<file path="config.mk">
export PLATFORM = sky130hd
export DESIGN_NAME = sl_tx_scheduler_flat
export DESIGN_NICKNAME = d
export VERILOG_FILES = /design/src/rtl/sl_pkg.sv /design/src/rtl/sl_tx_scheduler_if.sv /design/src/rtl/sl_rr_arbiter.sv /design/src/rtl/sl_tx_scheduler.sv /design/src/flat_wrapper.sv
export SDC_FILE = /design/constraint.sdc
export NUM_CORES = 1
export LEC_CHECK = 0
export ABC_AREA = 0
export CAP_MARGIN = 5
export CELL_PAD_IN_SITES_DETAIL_PLACEMENT = 0
export CELL_PAD_IN_SITES_GLOBAL_PLACEMENT = 1
export CORE_MARGIN = 2
export CORE_UTILIZATION = 29
export DETAILED_ROUTE_END_ITERATION = 10
export HOLD_SLACK_MARGIN = 0.15
export PLACE_DENSITY_LB_ADDON = 0.08
export SKIP_CTS_REPAIR_TIMING = 1
export SLEW_MARGIN = 20
export SYNTH_ARGS = -nofsm -noshare
export SYNTH_HDL_FRONTEND = slang
export SYNTH_HIERARCHICAL = 1
export SYNTH_SLANG_ARGS = --single-unit
</file>
<file path="constraint.sdc">
create_clock -name clk -period 3.3 [get_ports clk]
set_input_delay 0.33 -clock clk [delete_from_list [all_inputs] [get_ports clk]]
set_output_delay 0.33 -clock clk [all_outputs]
set_load 0.01 [all_outputs]
</file>
<file path="src/rtl/sl_pkg.sv">
// sl_pkg: scheduler state encoding and SL word width shared by the SL transmitter, receiver and scheduler
package sl_pkg;
  localparam int SL_WORD_W = 32;
  typedef enum logic [2:0] {IDLE, LAUNCH, WAIT_BUSY, WAIT_DONE, GAP} sl_state_e;
endpackage

</file>
<file path="src/rtl/sl_tx_scheduler_if.sv">
// sl_tx_scheduler_if: requester handshake and transmitter control bundle for the SL scheduler
interface sl_tx_scheduler_if
  import sl_pkg::*;
#(
  parameter int N_REQ = 4,
  parameter int GAP_W = 8
);
  logic [N_REQ-1:0]           req;
  logic [SL_WORD_W*N_REQ-1:0] req_data;
  logic [GAP_W-1:0]           gap_cycles;
  logic [N_REQ-1:0]           grant;
  logic [N_REQ-1:0]           done;
  logic                       timeout;
  logic [SL_WORD_W-1:0]       tx_data;
  logic                       tx_send;
  logic                       tx_busy;
  logic                       sched_busy;
  modport master (
    output req, req_data, gap_cycles, tx_busy,
    input  grant, done, timeout, tx_data, tx_send, sched_busy
  );
  modport slave (
    input  req, req_data, gap_cycles, tx_busy,
    output grant, done, timeout, tx_data, tx_send, sched_busy
  );
endinterface

</file>
<file path="src/rtl/sl_rr_arbiter.sv">
// sl_rr_arbiter: combinational round-robin pick, searching upward from ptr with wrap
module sl_rr_arbiter #(
  parameter int N_REQ = 4
) (
  input  logic [N_REQ-1:0]         req,
  input  logic [$clog2(N_REQ)-1:0] ptr,
  output logic [N_REQ-1:0]         win,
  output logic [$clog2(N_REQ)-1:0] idx
);
  localparam int IW = $clog2(N_REQ);
  logic [IW-1:0] j;
  // scan farthest-first so the requester closest to ptr is the last (winning) assignment
  always_comb begin
    win = '0;
    idx = '0;
    j   = '0;
    for (int k = N_REQ - 1; k >= 0; k--) begin
      j = IW'((int'(ptr) + k) % N_REQ);
      if (req[j]) begin
        win = N_REQ'(1) << j;
        idx = j;
      end
    end
  end
endmodule

</file>
<file path="src/rtl/sl_tx_scheduler.sv">
// sl_tx_scheduler: round-robin sharing of one SL transmitter with completion/timeout tracking and idle gap
module sl_tx_scheduler
  import sl_pkg::*;
#(
  parameter int N_REQ   = 4,
  parameter int TIMEOUT = 8,
  parameter int GAP_W   = 8
) (
  input logic              clk,
  input logic              rst_n,
  sl_tx_scheduler_if.slave bus
);
  localparam int IW = $clog2(N_REQ);
  localparam int TW = $clog2(TIMEOUT + 1);
  sl_state_e            st, nxt, gap_nxt;
  logic [IW-1:0]        ptr, ptr_d, w, w_d, idx;
  logic [TW-1:0]        tcnt, tcnt_d;
  logic [GAP_W-1:0]     gcnt, gcnt_d;
  logic [N_REQ-1:0]     win, grant_d, owner;
  logic [SL_WORD_W-1:0] data_d;
  logic                 fin;

  sl_rr_arbiter #(.N_REQ(N_REQ)) u_arb (
    .req(bus.req),
    .ptr(ptr),
    .win(win),
    .idx(idx)
  );

  assign owner   = N_REQ'(1) << w;
  assign fin     = !bus.tx_busy && ((st == WAIT_BUSY && tcnt == TW'(TIMEOUT)) || st == WAIT_DONE);
  assign gap_nxt = (bus.gap_cycles == '0) ? IDLE : GAP;

  // next state, arbitration capture and counter updates
  always_comb begin
    nxt     = st;
    ptr_d   = ptr;
    w_d     = w;
    grant_d = '0;
    data_d  = bus.tx_data;
    tcnt_d  = (st == WAIT_BUSY) ? tcnt + 1'b1 : '0;
    gcnt_d  = fin ? bus.gap_cycles : (gcnt != '0) ? gcnt - 1'b1 : gcnt;
    case (st)
      IDLE: if (|bus.req) begin
        nxt     = LAUNCH;
        grant_d = win;
        data_d  = bus.req_data[int'(idx)*SL_WORD_W +: SL_WORD_W];
        w_d     = idx;
        ptr_d   = (idx == IW'(N_REQ - 1)) ? '0 : idx + 1'b1;
      end
      LAUNCH:    nxt = WAIT_BUSY;
      WAIT_BUSY: nxt = bus.tx_busy ? WAIT_DONE : fin ? gap_nxt : WAIT_BUSY;
      WAIT_DONE: nxt = fin ? gap_nxt : WAIT_DONE;
      GAP:       nxt = (gcnt <= GAP_W'(1)) ? IDLE : GAP;
      default:   nxt = IDLE;
    endcase
  end

  // state, owner, pointer, counters and registered outputs
  always_ff @(posedge clk or negedge rst_n) begin
    if (!rst_n) begin
      st             <= IDLE;
      ptr            <= '0;
      w              <= '0;
      tcnt           <= '0;
      gcnt           <= '0;
      bus.grant      <= '0;
      bus.done       <= '0;
      bus.timeout    <= 1'b0;
      bus.tx_send    <= 1'b0;
      bus.tx_data    <= '0;
      bus.sched_busy <= 1'b0;
    end else begin
      st             <= nxt;
      ptr            <= ptr_d;
      w              <= w_d;
      tcnt           <= tcnt_d;
      gcnt           <= gcnt_d;
      bus.grant      <= grant_d;
      bus.done       <= fin ? owner : '0;
      bus.timeout    <= fin && st == WAIT_BUSY;
      bus.tx_send    <= st == LAUNCH;
      bus.tx_data    <= data_d;
      bus.sched_busy <= nxt != IDLE;
    end
  end
endmodule

</file>
<file path="src/flat_wrapper.sv">
// flat-port wrapper written by rule: the top's interface ports become plain ports
module sl_tx_scheduler_flat import sl_pkg::*;
#(
  parameter int N_REQ   = 4,
  parameter int TIMEOUT = 8,
  parameter int GAP_W   = 8
)
  (clk, rst_n, bus_req, bus_req_data, bus_gap_cycles, bus_tx_busy, bus_grant, bus_done, bus_timeout, bus_tx_data, bus_tx_send, bus_sched_busy);
  sl_tx_scheduler_if #(.N_REQ(N_REQ), .GAP_W(GAP_W)) bus_i ();
  input logic clk;
  input logic rst_n;
  input wire logic [$bits(bus_i.req)-1:0] bus_req;
  input wire logic [$bits(bus_i.req_data)-1:0] bus_req_data;
  input wire logic [$bits(bus_i.gap_cycles)-1:0] bus_gap_cycles;
  input wire logic [$bits(bus_i.tx_busy)-1:0] bus_tx_busy;
  output wire logic [$bits(bus_i.grant)-1:0] bus_grant;
  output wire logic [$bits(bus_i.done)-1:0] bus_done;
  output wire logic [$bits(bus_i.timeout)-1:0] bus_timeout;
  output wire logic [$bits(bus_i.tx_data)-1:0] bus_tx_data;
  output wire logic [$bits(bus_i.tx_send)-1:0] bus_tx_send;
  output wire logic [$bits(bus_i.sched_busy)-1:0] bus_sched_busy;
  assign bus_i.req = bus_req;
  assign bus_i.req_data = bus_req_data;
  assign bus_i.gap_cycles = bus_gap_cycles;
  assign bus_i.tx_busy = bus_tx_busy;
  assign bus_grant = bus_i.grant;
  assign bus_done = bus_i.done;
  assign bus_timeout = bus_i.timeout;
  assign bus_tx_data = bus_i.tx_data;
  assign bus_tx_send = bus_i.tx_send;
  assign bus_sched_busy = bus_i.sched_busy;
  sl_tx_scheduler #(.N_REQ(N_REQ), .TIMEOUT(TIMEOUT), .GAP_W(GAP_W)) u_core (.clk(clk), .rst_n(rst_n), .bus(bus_i));
endmodule
</file>
==> summary.md <==
| Metric | Value |
|---|---|
| Critical path class | `reg2reg` |
| EDFF count, synth | `0` |
| Worst path required time | `3.51 ns` |
| Post-Layout Cell Count | `670` |
| Post-synth top cells | `dfrtp_1 (62), mux2_4 (33), mux4_2 (33)` |
| Post-route clock period utilization | `87.36%` |
| Final Hold Viols | `0` |
| RSZ-0062 raised after global routing | `no` |
| Clock Path Buffers | `2` |
| Slew of the pin with the lowest slew margin | `0.8210 ns` |
| Worst-Skew Late Latency | `0.32 ns` |
| Pint | `0.003936 W` |
| Main flop type after synthesis | `dfrtp_1` |
| Final Skew | `0.008321 ns` |
| Avg WL per Cell | `17.15 µm` |
| Setup violators final | `0` |
| Area grow syn2layout | `60.87%` |
| DRT Pass-1 Iters | `4` |
| DRT iter0 DRCs | `102` |
| Syn_area_per_cell | `13.26 µm²` |
| CP endpoint kind | `flip-flop` |
| Leak pwr | `2.633 nW` |
| Psw | `0.002021 W` |
| Crit path cell chain | `inv_1, ha_1, mux2_2, o21ai_0, o2bb2ai_4, buf_12, mux4_2, mux2_4` |
| FP Rows | `42` |
| Gr usage total | `16.13%` |
| Register area | `1551 µm²` |
| Dpl cells | `654` |
| Synthesized flop and latch total | `62` |
| First-pass GRT wire length | `17920 µm` |
| Setup TNS | `0 ns` |
| Top-count cell post-synth | `dfrtp_1` |
| Crit Path Max Fanout | `27` |
| Sink Count | `62` |
| CTS tree | `yes` |
| I/O pins | `186` |
| Reg2Reg Setup Slack | `0.42 ns` |
| Wirelength, routed | `11490 µm` |
| Minimum clock period | `2.883 ns` |
| Antenna cell count | `0` |
| Worst slew margin | `45.26%` |
| Number of port buffers | `185` |
| Final HPWL DP | `9072 µm` |
| CP startpoint kind | `flip-flop` |
| Worst slack, placed | `0.1913 ns` |
| Post-route DRC | `0` |
| Sw frac | `33.93%` |
| Die outline area | `14620 µm²` |
| Register area share after synthesis | `39.13%` |
| Maxcap violations | `0` |
| Fmax | `346.9 MHz` |
| Final core occ | `47.98%` |
| DIE WIDTH | `120.9 µm` |
| Crit-path slowest cell | `mux4_2` |
| Cell taking the most area after synthesis | `dfrtp_1` |
| Vias in the first global route | `3375` |
| Vias per cell | `4.776` |
| Logic pwr share | `59.7%` |
| Mapped Area | `3965 µm²` |
| CP arrival | `3.09 ns` |
| Htree depth | `3` |
| Routed Antenna Nets | `0` |
| Total CTS buffers | `9` |
| Core ar. | `13300 µm²` |
| Root Driver | `clkbuf_16` |
| Initial antenna violation count | `1` |
| Power density cells | `933.8 nW/µm²` |
| Status | `complete, no violations` |
| Syn nets | `456` |
| Starting Density | `29.82%` |
| Sequential Power Share | `23.2%` |
| Syn Inst Count | `299` |
| Total congestion overflow | `0` |
| Ys Warns | `6` |
| Worst hold path class | `in2async` |
| Clock network fraction of design power | `17.0%` |
| Die Span Y | `120.9 µm` |
| Pins over their slew limit | `0` |
| Fillers | `1211` |
| Gpl congestion | `0.8139` |
| Yosys cell types | `46` |
| Maximum vdd ir drop | `0.3891 mV` |
| Min setup slack post-route | `0.4170 ns` |
| Vias post-DR | `3200` |
| Largest net degree at the start of global routing | `63` |
| Max incr delay on CP | `0.54 ns` |
| Area occupied by multi-input gates | `2272 µm²` |
| Post-synth top area share | `39.13%` |
| Ys async rst share | `100.0%` |
| Clk slew on worst S/H paths | `0.05 ns` |
| Fraction of layout cells with a size suffix above 1 | `21.86%` |
| Ranking of synthesized cells by area | `dfrtp_1 (39%), mux4_2 (19%), mux2_4 (12%)` |
| Final nets | `646` |
-- path summary, 6_finish.rpt --
kind / endpoint / from / depth (start not counted)
worst max-delay path: u_core/bus.tx_data[19] / u_core/ptr[1] / 8
worst min-delay path: u_core/tcnt[3] / rst_n / 2
worst max register to register: u_core/bus.tx_data[19] / u_core/ptr[1] / 8
worst min register to register: u_core/tcnt[0] / u_core/tcnt[0] / 1
max in group asynchronous: u_core/bus.tx_data[22] / rst_n / 2
min in group clk: u_core/tcnt[0] / u_core/tcnt[0] / 1
-- logic make-up after synthesis --
logic type	share of synthesized area, %
simple gates	9.625
fa+ha+maj	4.418
flops	39.13
compound gates	6.279
mux	34.87
xor+xnor	1.325
buf+inv	4.355
-- area by class of cell --
cell class                 count  area share (%)
clock buffer                  12           3.864
multi-input combinational    206           35.62
tap                          176           3.452
sequential                    62           24.32
inverter                      13          0.7650
clock inverter                 4           1.098
timing repair buffer         197           30.87
-- state kept, by name (all words and copies together) (netlist names), 2 cells and up --
name,count
u_core/bus.done,4
u_core/bus.grant,4
u_core/bus.tx_data,32
u_core/gcnt,8
u_core/ptr,2
u_core/st,3
u_core/tcnt,4
u_core/w,2
-- power groups by stage --
stage | logic [W] | clock network (W) | registers [W]
detailed placement | 0.00363 | 0 | 0.00138
CTS | 0.00363 | 0.00104 | 0.00139
global route | 0.00385 | 0.00108 | 0.00144
floorplan | 0.00230 | 0 | 0.00146
global placement | 0.00354 | 0 | 0.00139
finish | 0.00356 | 0.00102 | 0.00138
-- worst max-delay path: cells and delay by family (launching register included) --
| family | cells | cell delay [ns] |
|---|---|---|
| compound gates | 2 | 0.48 |
| fa+ha+maj | 1 | 0.42 |
| flops | 1 | 0.34 |
| mux | 3 | 1.20 |
| buf+inv | 2 | 0.30 |
-- metal layers --
metal,part of all wire (%),global-route usage (%),wire length (µm),vias up
li1,-,-,-,1520
met1,40,19.12,4610,1527
met2,48,26.05,5513,133
met3,9.1,6.203,1048,20
met4,2.8,6.904,318,0
met5,0,0,0,-
-- cell usage in the layout (no fill, tap or decap), types with 5 or more instances in the layout --
cell,instances
nand2_1,11
clkbuf_16,9
nand4_1,5
dfrtp_1,62
buf_4,10
o31ai_1,5
mux2_4,33
mux2i_1,5
clkdlybuf4s50_1,184
inv_1,13
mux4_2,33
nor2_1,22
ha_1,14
mux2_2,6
a21oi_1,8
-- metrics by stage --
stage | hold WS, ns | cell area (µm²) | power [W]
after floorplan | 0.03441 | 3965 | 0.003765
after global placement | 0.4713 | 6035 | 0.004934
after detailed placement | 0.4731 | 6062 | 0.005006
after CTS | 0.2220 | 6379 | 0.006053
after global routing | 0.2545 | 6379 | 0.006370
final | 0.1921 | 6379 | 0.005957
Note: power is estimated with default switching activity, not from simulation.
